$ cat config.mk
export PLATFORM = sky130hd
export DESIGN_NAME = count_sequencer
export DESIGN_NICKNAME = d
export VERILOG_FILES = /design/src/rtl/count_sequencer.sv
export SDC_FILE = /design/constraint.sdc
export NUM_CORES = 1
export LEC_CHECK = 0
export CORE_MARGIN = 8
export CORE_UTILIZATION = 49
export CTS_CLUSTER_SIZE = 12
export DETAILED_ROUTE_END_ITERATION = 10
export PLACE_DENSITY = 0.87
export SLEW_MARGIN = 30
export SYNTH_ARGS = -nofsm -noshare
export SYNTH_HDL_FRONTEND = slang
export SYNTH_SLANG_ARGS = --single-unit
$ cat constraint.sdc
create_clock -name clk -period 2.75 [get_ports clk]
set_clock_uncertainty 0.15 [all_clocks]
set_input_delay 0.825 -clock clk [delete_from_list [all_inputs] [get_ports clk]]
set_output_delay 0.825 -clock clk [all_outputs]
set_load 0.05 [all_outputs]
$ cat src/rtl/count_sequencer.sv
`default_nettype none
// ============================================================================
// Module  : count_sequencer
// Brief   : Sequencer for a prescale counter feeding a down-counting event
//           counter, with cfg handshake, start/abort and a stretched led pulse.
// Rev     : 1.0
// ============================================================================
module count_sequencer #(
    parameter int W          = 4,
    parameter int PRE_DEF    = 12,
    parameter int RELOAD_DEF = 15,
    parameter int PULSE_LEN  = 2
) (
    input  logic         clk,
    input  logic         rst,
    input  logic         cfg_valid,
    input  logic [W-1:0] cfg_prescale,
    input  logic [W-1:0] cfg_reload,
    output logic         cfg_ready,
    input  logic         start,
    input  logic         abort,
    output logic         busy,
    output logic         done,
    output logic [W-1:0] count,
    output logic [W-1:0] count2,
    output logic         led
);

    localparam logic [1:0] S_IDLE = 2'd0;
    localparam logic [1:0] S_RUN  = 2'd1;
    localparam logic [1:0] S_DONE = 2'd2;

    localparam logic [W-1:0] PRE_INIT    = W'(PRE_DEF);
    localparam logic [W-1:0] RELOAD_INIT = W'(RELOAD_DEF);
    localparam logic [W-1:0] PULSE_INIT  = W'(PULSE_LEN - 1);

    logic [1:0]   state, state_nxt;
    logic [W-1:0] prescale_q, prescale_nxt;
    logic [W-1:0] reload_q, reload_nxt;
    logic [W-1:0] count_nxt, count2_nxt;
    logic [W-1:0] timer, timer_nxt;
    logic         led_nxt;
    logic         done_nxt;
    logic         fire;
    logic         kill;

    assign cfg_ready = (state == S_IDLE);
    assign busy      = (state == S_RUN) || (state == S_DONE);

    always_comb begin
        state_nxt    = state;
        prescale_nxt = prescale_q;
        reload_nxt   = reload_q;
        count_nxt    = count;
        count2_nxt   = count2;
        done_nxt     = 1'b0;
        fire         = 1'b0;
        kill         = 1'b0;
        case (state)
            S_IDLE: begin
                if (cfg_valid) begin
                    prescale_nxt = cfg_prescale;
                    reload_nxt   = cfg_reload;
                end
                // A same-edge cfg offer wins over the stored reload value
                if (start) begin
                    state_nxt  = S_RUN;
                    count_nxt  = '0;
                    count2_nxt = cfg_valid ? cfg_reload : reload_q;
                end
            end
            S_RUN: begin
                if (abort) begin
                    state_nxt = S_IDLE;
                    count_nxt = '0;
                    kill      = 1'b1;
                end else if (count == prescale_q) begin
                    count_nxt = '0;
                    fire      = 1'b1;
                    if (count2 == '0) begin
                        state_nxt = S_DONE;
                        done_nxt  = 1'b1;
                    end else begin
                        count2_nxt = count2 - 1'b1;
                    end
                end else begin
                    count_nxt = count + 1'b1;
                end
            end
            S_DONE: begin
                state_nxt = S_IDLE;
                kill      = abort;
            end
            default: state_nxt = S_IDLE;
        endcase
    end

    // A wrap while the pulse is still active simply restarts the timer
    always_comb begin
        led_nxt   = led;
        timer_nxt = timer;
        if (kill) begin
            led_nxt   = 1'b0;
            timer_nxt = '0;
        end else if (fire) begin
            led_nxt   = 1'b1;
            timer_nxt = PULSE_INIT;
        end else if (timer != '0) begin
            timer_nxt = timer - 1'b1;
        end else begin
            led_nxt = 1'b0;
        end
    end

    always_ff @(negedge clk or negedge rst) begin
        if (!rst) begin
            state      <= S_IDLE;
            prescale_q <= PRE_INIT;
            reload_q   <= RELOAD_INIT;
            count      <= '0;
            count2     <= RELOAD_INIT;
            timer      <= '0;
            led        <= 1'b0;
            done       <= 1'b0;
        end else begin
            state      <= state_nxt;
            prescale_q <= prescale_nxt;
            reload_q   <= reload_nxt;
            count      <= count_nxt;
            count2     <= count2_nxt;
            timer      <= timer_nxt;
            led        <= led_nxt;
            done       <= done_nxt;
        end
    end

endmodule
`default_nettype wire

# After elaboration in Yosys (flattened, before gate mapping)
# Cells that the tools add are included.
[totals]
ff_bits = 24
input_bits = 13
wordCells = 61
[op_classes]
n_addsub = 3
eq_ne = 10
muxes = 30
reduce_logical = 10
[op_table]
columns = ["operator", "n"]
rows = [
  ["4-bit two-way mux", 11],
  ["4-bit one-hot mux with 2 select lines", 2],
  ["1-bit two-way mux", 11],
  ["2-bit two-way mux", 4],
  ["4-bit by 1-bit subtractor with 4-bit output, second input constant", 2],
  ["3-bit by 2-bit != test with 1-bit output, second input constant", 2],
  ["5-bit AND reduction", 1],
  ["4-bit by 1-bit adder with 4-bit output, second input constant", 1],
  ["4-bit equality test", 1],
  ["4-bit logical NOT", 1],
  ["2-bit by 1-bit != test with 1-bit output, second input constant", 2],
  ["2-bit != test, second input constant", 2],
  ["2-bit one-hot mux with 2 select lines", 1],
  ["2-bit AND reduction", 2],
  ["4-bit nonzero test", 1],
  ["3-bit != test, second input constant", 1],
  ["3-bit AND reduction", 1],
  ["3-bit nonzero test", 1],
  ["2-bit by 1-bit equality test with 1-bit output, second input constant", 1],
  ["2-bit equality test, second input constant", 1],
  ["2-bit logical NOT", 1],
  ["1-bit one-hot mux with 2 select lines", 1],
  ["2-bit nonzero test", 1],
  ["1-bit logical OR", 1],
]

# Longest topological paths before layout
# Gate-level depths: netlist (run 1).
[logic_depth]
word_depth = 6
ltp_mapped = 7

==> impl_metrics.csv, run 1 <==
group,metric,value,unit
cells_and_area,area_delta_synth_final,83.51,%
synthesis,synth_top_family_by_area,"compound AO/OA/AOI/OAI gates",
critical_path,setup.worst_path.end_class,"primary output",
pwr,finalPower,3073,µW
clock_tree,numClockSinks,24,
pwr,peakVddDrop,1.082,mV
clock_tree,clk_pin_slew,100,ps
synthesis,synth_compound_area_frac,0.1509,
pwr,internal_power,1707,µW
place,pre_cts_ws,-998.2,ps
floorplanning,die-area,4651,µm²
synthesis,yosysMostFrequentCell,"dfrtn_1",
critical_path,cp_cell_sequence,"inv_2, ha_4, buf_12",
sta,maxSlewViolCount,0,
global_route,grt_pass1_vias,1436,
pwr,netSwitchingFraction,0.4446,
drt,routed_wl,5165,µm
sta,hold_ws,349.4,ps
clock_tree,cts_hold_buf,0,
place,routabilityCongestion,0.7691,
synthesis,ys_warn_count,0,
sta,tightest_slew,959.8,ps
cells_and_area,antennaDiodeCount,0,
critical_path,crit_type,"reg -> out",
synthesis,synth_top_flop_cell,"dfrtn_1",
sta,rsz0062_at_grt,"true",
drt,wl_per_cell,22.46,µm
synthesis,synthMuxAreaShare,0.1218,
synthesis,synth_common_cells,"dfrtn_1 (14), dfstp_2 (10), inv_1 (10), mux2_2 (10), nand2_1 (9)",
synthesis,synth_cell_type_count,38,
place,place_area,2036,µm²
min_path,min_path_type,"reg -> reg",
sta,slew_headroom,0.3601,
critical_path,crit_path_top_delay_cell,"dfrtn_1",
synthesis,yosys_register_bits,24,
pwr,p_leak,0.001142,µW
place,portBuffers,24,
global_route,grt_overflow,0,
clock_tree,numCtsBuffers,3,
drt,via_count,1385,
pwr,switchingPower,1366,µW
pwr,clkPwrFrac,0.093,
synthesis,yosysTopAreaCell,"dfrtn_1",
pwr,combPwrFrac,0.674,
cells_and_area,final_nets,218,
synthesis,netlist.area_leader.share,0.2624,
synthesis,synthArstFlopShare,1.000,
synthesis,yosys.area_share.simple,0.1321,
sta,final_hold_viol_count,0,
clock_tree,clk_latency,400,ps
drt,drc,0,
clock_tree,cts_buffer_depth,2,
drt,drt_iter0_drc,96,
synthesis,synthCells,128,
synthesis,synth_seq_area_share,0.4592,
clock_tree,cts_tree,"yes",
synthesis,avgSynthCellArea,10.43,µm²
pwr,power_density,1254,nW/µm²
global_route,grt_use_total,0.2060,
clock_tree,h-tree-depth,1,
drt,ant_nets,0,
synthesis,synthXorXnorAreaFrac,0.04592,
cells_and_area,final_design_area_no_fill,2450,µm²
cells_and_area,fin_cells,230,
critical_path,crit_path_start_kind,"flip-flop",
floorplanning,die_h,68.20,µm
critical_path,crit_path_max_incr_delay,470,ps
floorplanning,die_w,68.20,µm
critical_path,cp_max_fo,2,
synthesis,syn_area,1335,µm²
synthesis,synthAdderAreaFrac,0.04686,
floorplanning,start_util,0.5014,
sta,setup_viol,27,
place,dp_hpwl,2874,µm
outcome,violations,"negative setup slack",
critical_path,crit_required,1780,ps
drt,first_pass_iters,4,
place,placedCellCount,198,
pwr,seqPwrFrac,0.233,
global_route,grt_pass1_wl,7355,µm
clock_tree,cts-root-buf,"clkbuf_4",
synthesis,synth_nets,146,
sta,fin_ws,-872.6,ps
cells_and_area,drive_gt1_frac,0.5779,
critical_path,crit_arrival,2650,ps
job,drv_cap,0,
synthesis,synth_edf_count,0,
outcome,status,"complete, but fails checks",
drt,viasPerCell,6.022,
global_route,grt_max_degree,17,
floorplanning,io_pins,25,
floorplanning,rows,19,
floorplanning,coreArea,2663,µm²
synthesis,synth_area_leaders,"dfrtn_1 (26%), dfstp_2 (20%), mux2_2 (8.4%), ha_1 (4.7%), mux2i_1 (3.7%)",
global_route,antenna_found_initial,0,
[logic make-up after synthesis]
kind of cell,Yosys count
simple gates,34
compound gates,28
flops,24
buf+inv,15
mux,15
xor+xnor,7
fa+ha+maj,5
[worst max-delay path, delay by kind of cell (launching register included)]
kind | cells | cell delay (ps)
buffers and inverters | 2 | 200
adder cells (fa/ha/maj) | 1 | 280
flip-flops | 1 | 470
[metrics by stage]
stage                 util  setup TNS (ps)
detailed placement  0.7646          -25600
CTS                 0.8689           -8802
global route        0.9201           -9757
finish              0.9201           -9290
floorplan                -           -8540
global placement    0.7646          -24740
[power groups by stage]
stage	clock, µW	sequential, µW	combinational, µW
6_report	285	716	2070
5_1_grt	308	726	2170
3_5_place_dp	24.6	696	1620
2_1_floorplan	24.6	835	893
3_3_place_gp	24.6	683	1550
4_1_cts	266	694	1860
[timing repair]
action | 4_1_cts | 5_1_grt
pin swaps | 15 | 11
buffers inserted | 11 | 7
gates cloned | 1 | 0
gates resized for setup | 45 | 16
endpoints found under the setup margin | 36 | 32
[worst paths after layout]
path / start / endpoint / slack, ps / depth (start not counted)
max: state[0]$_DFFE_NN0P_ / busy / -870 / 3
min: prescale_q[0]$_DFFE_NN0P_ / prescale_q[0]$_DFFE_NN0P_ / 350 / 1
max reg2reg: count[1]$_DFFE_NN0P_ / count2[2]$_DFFE_NN1P_ / 180 / 6
min reg2reg: prescale_q[0]$_DFFE_NN0P_ / prescale_q[0]$_DFFE_NN0P_ / 350 / 1
max in group asynchronous: rst / state[1]$_DFFE_NN0P_ / 230 / 3
min in group asynchronous: rst / done$_DFF_NN0_ / 1930 / 2
[layer usage]
layer / vias to the layer above / track usage / part of all wire
met2: 78 / 0.3599 / 0.48
met3: 16 / 0.02619 / 0.062
li1: 611 / - / -
met1: 680 / 0.2616 / 0.43
met4: 0 / 0.05371 / 0.027
met5: - / 0 / 0
[final cells by class]
| class | count | area (µm²) |
|---|---|---|
| Clock buffer | 3 | 22.52 |
| Clock inverter | 11 | 55.05 |
| Fill cell | 75 | 212.7 |
| Inverter | 9 | 33.78 |
| Multi-Input combinational cell | 90 | 962.2 |
| Sequential cell | 24 | 616.8 |
| Tap cell | 31 | 38.79 |
| Timing Repair Buffer | 62 | 720.7 |
[sequential cells by signal, indices dropped and copies added, names as in the netlist]
| name | flops |
|---|---|
| count | 4 |
| count2 | 4 |
| done | 1 |
| led | 1 |
| prescale_q | 4 |
| reload_q | 4 |
| state | 2 |
| timer | 4 |
[cell usage in the layout, fill, tap and decap left out, drive strengths merged, types with 4 or more instances in the layout]
| master | netlist | final |
|---|---|---|
| nand2 | 9 | 9 |
| o22ai | 5 | 5 |
| nor2 | 4 | 4 |
| mux2i | 5 | 5 |
| dfstp | 10 | 10 |
| ha | 5 | 5 |
| dlygate4sd2 | 0 | 6 |
| nor3 | 4 | 4 |
| buf | 2 | 53 |
| inv | 10 | 19 |
| xor2 | 4 | 4 |
| o21ai | 5 | 5 |
| dfrtn | 14 | 14 |
| mux2 | 10 | 11 |
Note: power is estimated with default switching activity, not from simulation.
==> inputs of run 2 (changes only) <==
--- a/config.mk
+++ b/config.mk
@@ -6,11 +6,10 @@
 export NUM_CORES = 1
 export LEC_CHECK = 0
 export CORE_MARGIN = 8
-export CORE_UTILIZATION = 49
+export CORE_UTILIZATION = 25
 export CTS_CLUSTER_SIZE = 12
 export DETAILED_ROUTE_END_ITERATION = 10
-export PLACE_DENSITY = 0.87
-export SLEW_MARGIN = 30
+export PLACE_DENSITY = 0.55
 export SYNTH_ARGS = -nofsm -noshare
 export SYNTH_HDL_FRONTEND = slang
 export SYNTH_SLANG_ARGS = --single-unit
==> impl_metrics.csv, run 2 (synthesis results as in run 1) <==
group,metric,value,unit
min_path,min_delay_path_depth,1,
sta,slew_headroom,0.4667,
critical_path,crit_path_start_kind,"flip-flop",
global_route,grt_pass1_wl,6154,µm
pwr,seqPwrFrac,0.239,
global_route,grt_overflow,0,
clock_tree,cts-root-buf,"clkbuf_8",
global_route,grt_max_degree,20,
clock_tree,clk_pin_slew,60,ps
global_route,antenna_found_initial,0,
clock_tree,cts_hold_buf,0,
clock_tree,h-tree-depth,1,
cells_and_area,antennaDiodeCount,0,
min_path,worst_hold_startpoint,"prescale_q[1]$_DFFE_NN0P_",
floorplanning,die_h,89.08,µm
drt,drc,0,
sta,tightest_slew,799.9,ps
pwr,internal_power,1680,µW
drt,wl_per_cell,14.42,µm
place,routabilityCongestion,0.7839,
pwr,peakVddDrop,0.7584,mV
drt,first_pass_iters,4,
critical_path,crit_type,"reg -> out",
critical_path,crit_required,1780,ps
critical_path,reg2reg_depth,5,
cells_and_area,fin_util,0.4742,
pwr,netSwitchingFraction,0.4202,
floorplanning,die-area,7934,µm²
critical_path,crit_arrival,2570,ps
cells_and_area,layout_commonest_cell,"buf_4",
floorplanning,io_pins,25,
global_route,grt_pass1_vias,1296,
drt,drt_iter0_drc,62,
place,pre_cts_ws,-1017,ps
outcome,violations,"negative setup slack",
drt,routed_wl,3822,µm
global_route,grt_use_total,0.1003,
floorplanning,coreArea,5140,µm²
cells_and_area,most-common-layout-cells,"buf_4 (21), inv_1 (17), dfrtn_1 (14), buf_12 (14)",
pwr,finalPower,2898,µW
cells_and_area,final_nets,214,
sta,final_hold_viol_count,0,
outcome,status,"complete, but fails checks",
pwr,clkPwrFrac,0.096,
drt,ant_nets,0,
pwr,combPwrFrac,0.664,
min_path,hold_end,"prescale_q[1]$_DFFE_NN0P_",
floorplanning,rows,26,
critical_path,r2r-end,"count2[2]$_DFFE_NN1P_",
clock_tree,numCtsBuffers,3,
job,drv_cap,0,
pwr,switchingPower,1218,µW
floorplanning,die_w,89.08,µm
clock_tree,cts_buffer_depth,2,
cells_and_area,drive_gt1_frac,0.5487,
clock_tree,numClockSinks,24,
pwr,power_density,1189,nW/µm²
sta,maxSlewViolCount,0,
drt,via_count,1231,
pwr,p_leak,0.001121,µW
clock_tree,cts_tree,"yes",
sta,fin_ws,-790.5,ps
min_path,min_path_type,"reg -> reg",
critical_path,rr_startpoint,"count[1]$_DFFE_NN0P_",
place,portBuffers,24,
floorplanning,start_util,0.2597,
critical_path,setup.worst_path.end_class,"primary output",
sta,rsz0062_at_grt,"true",
critical_path,cp_max_fo,2,
cells_and_area,area_delta_synth_final,82.57,%
sta,setup_viol,35,
critical_path,ff2ff_setup_slack,400,ps
sta,tns,-9187,ps
clock_tree,clk_latency,350,ps
drt,viasPerCell,4.645,
place,dp_hpwl,2708,µm
==> run 2: cell types whose count changed in the layout (fill, tap and decap cells not counted), sizes merged <==
| cell | previous run | this run |
|---|---|---|
| clkinvlp | 0 | 1 |
| buf | 53 | 49 |
| bufinv | 1 | 0 |
==> run 2: per-stage QoR <==
| step | std cells | hold WS [ps] | instance area (µm²) |
|---|---|---|---|
| CTS | 263 | 361.1 | 2366 |
| detailed placement | 239 | 357.3 | 2087 |
| global placement | 239 | 343.9 | 2087 |
| floorplan | 128 | 311.9 | 1520 |
| global route | 265 | 367.9 | 2437 |
| finish | 265 | 357.6 | 2437 |
==> run 2: per-layer routing <==
metal	global-route usage	part of all wire	up-vias
met5	0	0	-
met3	0.02757	0.039	5
met2	0.1792	0.53	16
met4	0.02719	0.0094	0
met1	0.1137	0.42	607
li1	-	-	603
==> run 2: how the worst max path moves through the flow <==
stage,startpoint,slack [ps],to,depth (start not counted)
2_1_floorplan,state[0]$_DFFE_NN0P_,-410,busy,2
5_1_grt,state[1]$_DFFE_NN0P_,-830,busy,3
3_5_place_dp,abort,-1020,count2[1]$_DFFE_NN1P_,4
4_1_cts,state[1]$_DFFE_NN0P_,-800,busy,3
6_report,state[1]$_DFFE_NN0P_,-790,busy,3
3_3_place_gp,abort,-940,count2[0]$_DFFE_NN1P_,4
==> run 2: worst max-delay path: stages, from the launching register on <==
cell     delay [ps]
dfrtn_1         440
inv_2            70
ha_4            270
buf_12          130
==> run 2: power groups by stage <==
stage                     logic (µW)  registers (µW)  clock network [µW]
after floorplan                  893             835                24.6
after global placement          1580             689                24.6
after detailed placement        1610             698                24.6
after CTS                       1840             696                 284
after global routing            2040             707                 310
final                           1930             693                 279
==> run 2: repair_timing <==
item | 4_1_cts | 5_1_grt
resized for setup | 49 | 11
gates cloned | 1 | 0
setup endpoints to repair | 36 | 35
hold endpoints to repair | 0 | 0
pin swaps | 17 | 9
buffers inserted | 10 | 3
==> run 2: final cells by class <==
type                       instances  area (µm²)
sequential                        24       616.8
timing repair buffer              58       689.4
tap                               70       87.58
inverter                           9       33.78
fill                             503        2703
multi-input combinational         90       925.9
clock inverter                    11       42.54
clock buffer                       3       41.29
==> inputs of run 3 (changes only) <==
--- a/config.mk
+++ b/config.mk
@@ -5,7 +5,8 @@
 export SDC_FILE = /design/constraint.sdc
 export NUM_CORES = 1
 export LEC_CHECK = 0
-export CORE_MARGIN = 8
+export ABC_CLOCK_PERIOD_IN_PS = 2750
+export CORE_MARGIN = 3
 export CORE_UTILIZATION = 25
 export CTS_CLUSTER_SIZE = 12
 export DETAILED_ROUTE_END_ITERATION = 10
==> impl_metrics.csv, run 3 (synthesis results as in run 1) <==
group,metric,value,unit
outcome,status,"complete, but fails checks",
outcome,violations,"negative setup slack",
drt,wl_per_cell,14.03,µm
global_route,antenna_found_initial,0,
cells_and_area,antennaDiodeCount,0,
floorplanning,die_w,79.08,µm
critical_path,setup.worst_path.end_class,"primary output",
floorplanning,die_h,79.08,µm
pwr,switchingPower,1211,µW
critical_path,cp_max_fo,2,
global_route,grt_max_degree,17,
sta,tightest_slew,827.2,ps
pwr,finalPower,2898,µW
drt,first_pass_iters,4,
clock_tree,numClockSinks,24,
drt,ant_nets,0,
pwr,power_density,1177,nW/µm²
cells_and_area,area_delta_synth_final,84.44,%
sta,slew_headroom,0.4485,
cells_and_area,layout_commonest_cell,"buf_4",
sta,final_hold_viol_count,0,
critical_path,crit_path_top_delay_cell,"dfrtn_1",
floorplanning,coreArea,4942,µm²
global_route,grt_pass1_wl,6527,µm
pwr,clkPwrFrac,0.100,
critical_path,cp_cell_sequence,"inv_2, ha_4, buf_12",
min_path,worst_hold_startpoint,"prescale_q[0]$_DFFE_NN0P_",
sta,fin_ws,-792.3,ps
drt,drt_iter0_drc,46,
sta,setup_viol,30,
min_path,min_path_type,"reg -> reg",
clock_tree,clk_pin_slew,60,ps
clock_tree,h-tree-depth,1,
cells_and_area,drive_gt1_frac,0.5750,
pwr,internal_power,1686,µW
critical_path,cp-startpoint,"state[1]$_DFFE_NN0P_",
cells_and_area,most-common-layout-cells,"buf_4 (30), inv_1 (17), dfrtn_1 (14), buf_12 (13), mux2_4 (11)",
place,placedCellCount,240,
floorplanning,die-area,6253,µm²
critical_path,rr_startpoint,"count[1]$_DFFE_NN0P_",
drt,via_count,1265,
drt,viasPerCell,4.738,
sta,hold_ws,335.9,ps
sta,rsz0062_at_grt,"true",
global_route,grt_pass1_vias,1383,
critical_path,crit_arrival,2570,ps
critical_path,ff2ff_setup_slack,270,ps
place,routabilityCongestion,0.8130,
critical_path,crit_path_start_kind,"flip-flop",
pwr,peakVddDrop,0.6827,mV
pwr,p_leak,0.001140,µW
global_route,grt_overflow,0,
critical_path,crit_family,"flip-flops",
clock_tree,cts-root-buf,"clkbuf_8",
place,dp_hpwl,2698,µm
drt,drc,0,
critical_path,crit_buf_inv,2,
sta,maxSlewViolCount,0,
critical_path,crit_required,1780,ps
floorplanning,start_util,0.2701,
cells_and_area,final_nets,219,
cells_and_area,nFillCells,474,
clock_tree,cts_tree,"yes",
floorplanning,rows,25,
critical_path,crit_path_max_incr_delay,440,ps
global_route,grt_use_total,0.1299,
pwr,netSwitchingFraction,0.4180,
pwr,seqPwrFrac,0.237,
pwr,combPwrFrac,0.663,
cells_and_area,fin_cells,267,
sta,tns,-8749,ps
critical_path,crit_type,"reg -> out",
clock_tree,cts_hold_buf,0,
place,portBuffers,24,
drt,routed_wl,3745,µm
floorplanning,io_pins,25,
clock_tree,numCtsBuffers,3,
clock_tree,cts_buffer_depth,2,
clock_tree,clk_latency,350,ps
job,drv_cap,0,
[run 3: changes by cell type in the layout (fill, tap and decap cells not counted), sizes merged]
cell / previous run / this run
inv: 19 / 20
dlygate4sd2: 6 / 7
buf: 49 / 54
clkdlybuf4s50: 3 / 2
clkinvlp: 1 / 0
[run 3: final cells by class]
| cell class | count | area, µm² | area share |
|---|---|---|---|
| well taps | 67 | 83.83 | 0.03404 |
| clock buffers | 3 | 41.29 | 0.01677 |
| flip-flops and latches | 24 | 616.8 | 0.2505 |
| clock inverters | 11 | 43.79 | 0.01778 |
| inverters | 9 | 33.78 | 0.01372 |
| multi-input cells | 90 | 940.9 | 0.3821 |
| repair buffers | 63 | 701.9 | 0.2851 |
[run 3: worst register-to-register path, cell delays in order (launching register included)]
cell and delay [ps]:
dfrtn_1 390, buf_4 150, buf_4 140, xor2_1 190
or4_1 760, o311a_1 430, a311oi_2 230
[run 3: routing by layer]
layer / routed length (µm) / share of wire / GRT usage
met1: 1682 / 0.45 / 0.1763
met2: 1892 / 0.51 / 0.2138
met3: 143 / 0.038 / 0.02381
met4: 26 / 0.0069 / 0.03093
met5: 0 / 0 / 0
[run 3: metrics by stage]
step / setup slack (ps) / util / instance area [µm²]
after floorplan: -411.4 / - / 1520
after global placement: -953.0 / 0.4251 / 2101
after detailed placement: -1047 / 0.4251 / 2101
after CTS: -793.4 / 0.4815 / 2380
after global routing: -832.5 / 0.4982 / 2462
final: -792.3 / 0.4982 / 2462
[run 3: what timing repair did]
| item | 4_1_cts | 5_1_grt |
|---|---|---|
| setup endpoints to repair | 36 | 32 |
| pin swaps | 11 | 11 |
| gates cloned | 1 | 0 |
| buffers inserted | 7 | 6 |
| gates resized for setup | 54 | 8 |
[run 3: path summary, 6_finish.rpt]
path / end / cells after the start
setup / recovery: busy / 3
hold / removal: prescale_q[0]$_DFFE_NN0P_ / 1
setup reg to reg: count2[2]$_DFFE_NN1P_ / 6
hold reg to reg: prescale_q[0]$_DFFE_NN0P_ / 1
max in group asynchronous: timer[2]$_DFFE_NN0P_ / 3
min in group asynchronous: count[3]$_DFFE_NN0P_ / 2
[run 3: power by group through the flow]
stage | combinational, µW | sequential (µW) | clock, µW
final | 1920 | 688 | 289
after floorplan | 893 | 835 | 24.6
after detailed placement | 1610 | 690 | 24.6
after global routing | 2070 | 710 | 325
after global placement | 1570 | 684 | 24.6
after CTS | 1830 | 691 | 294
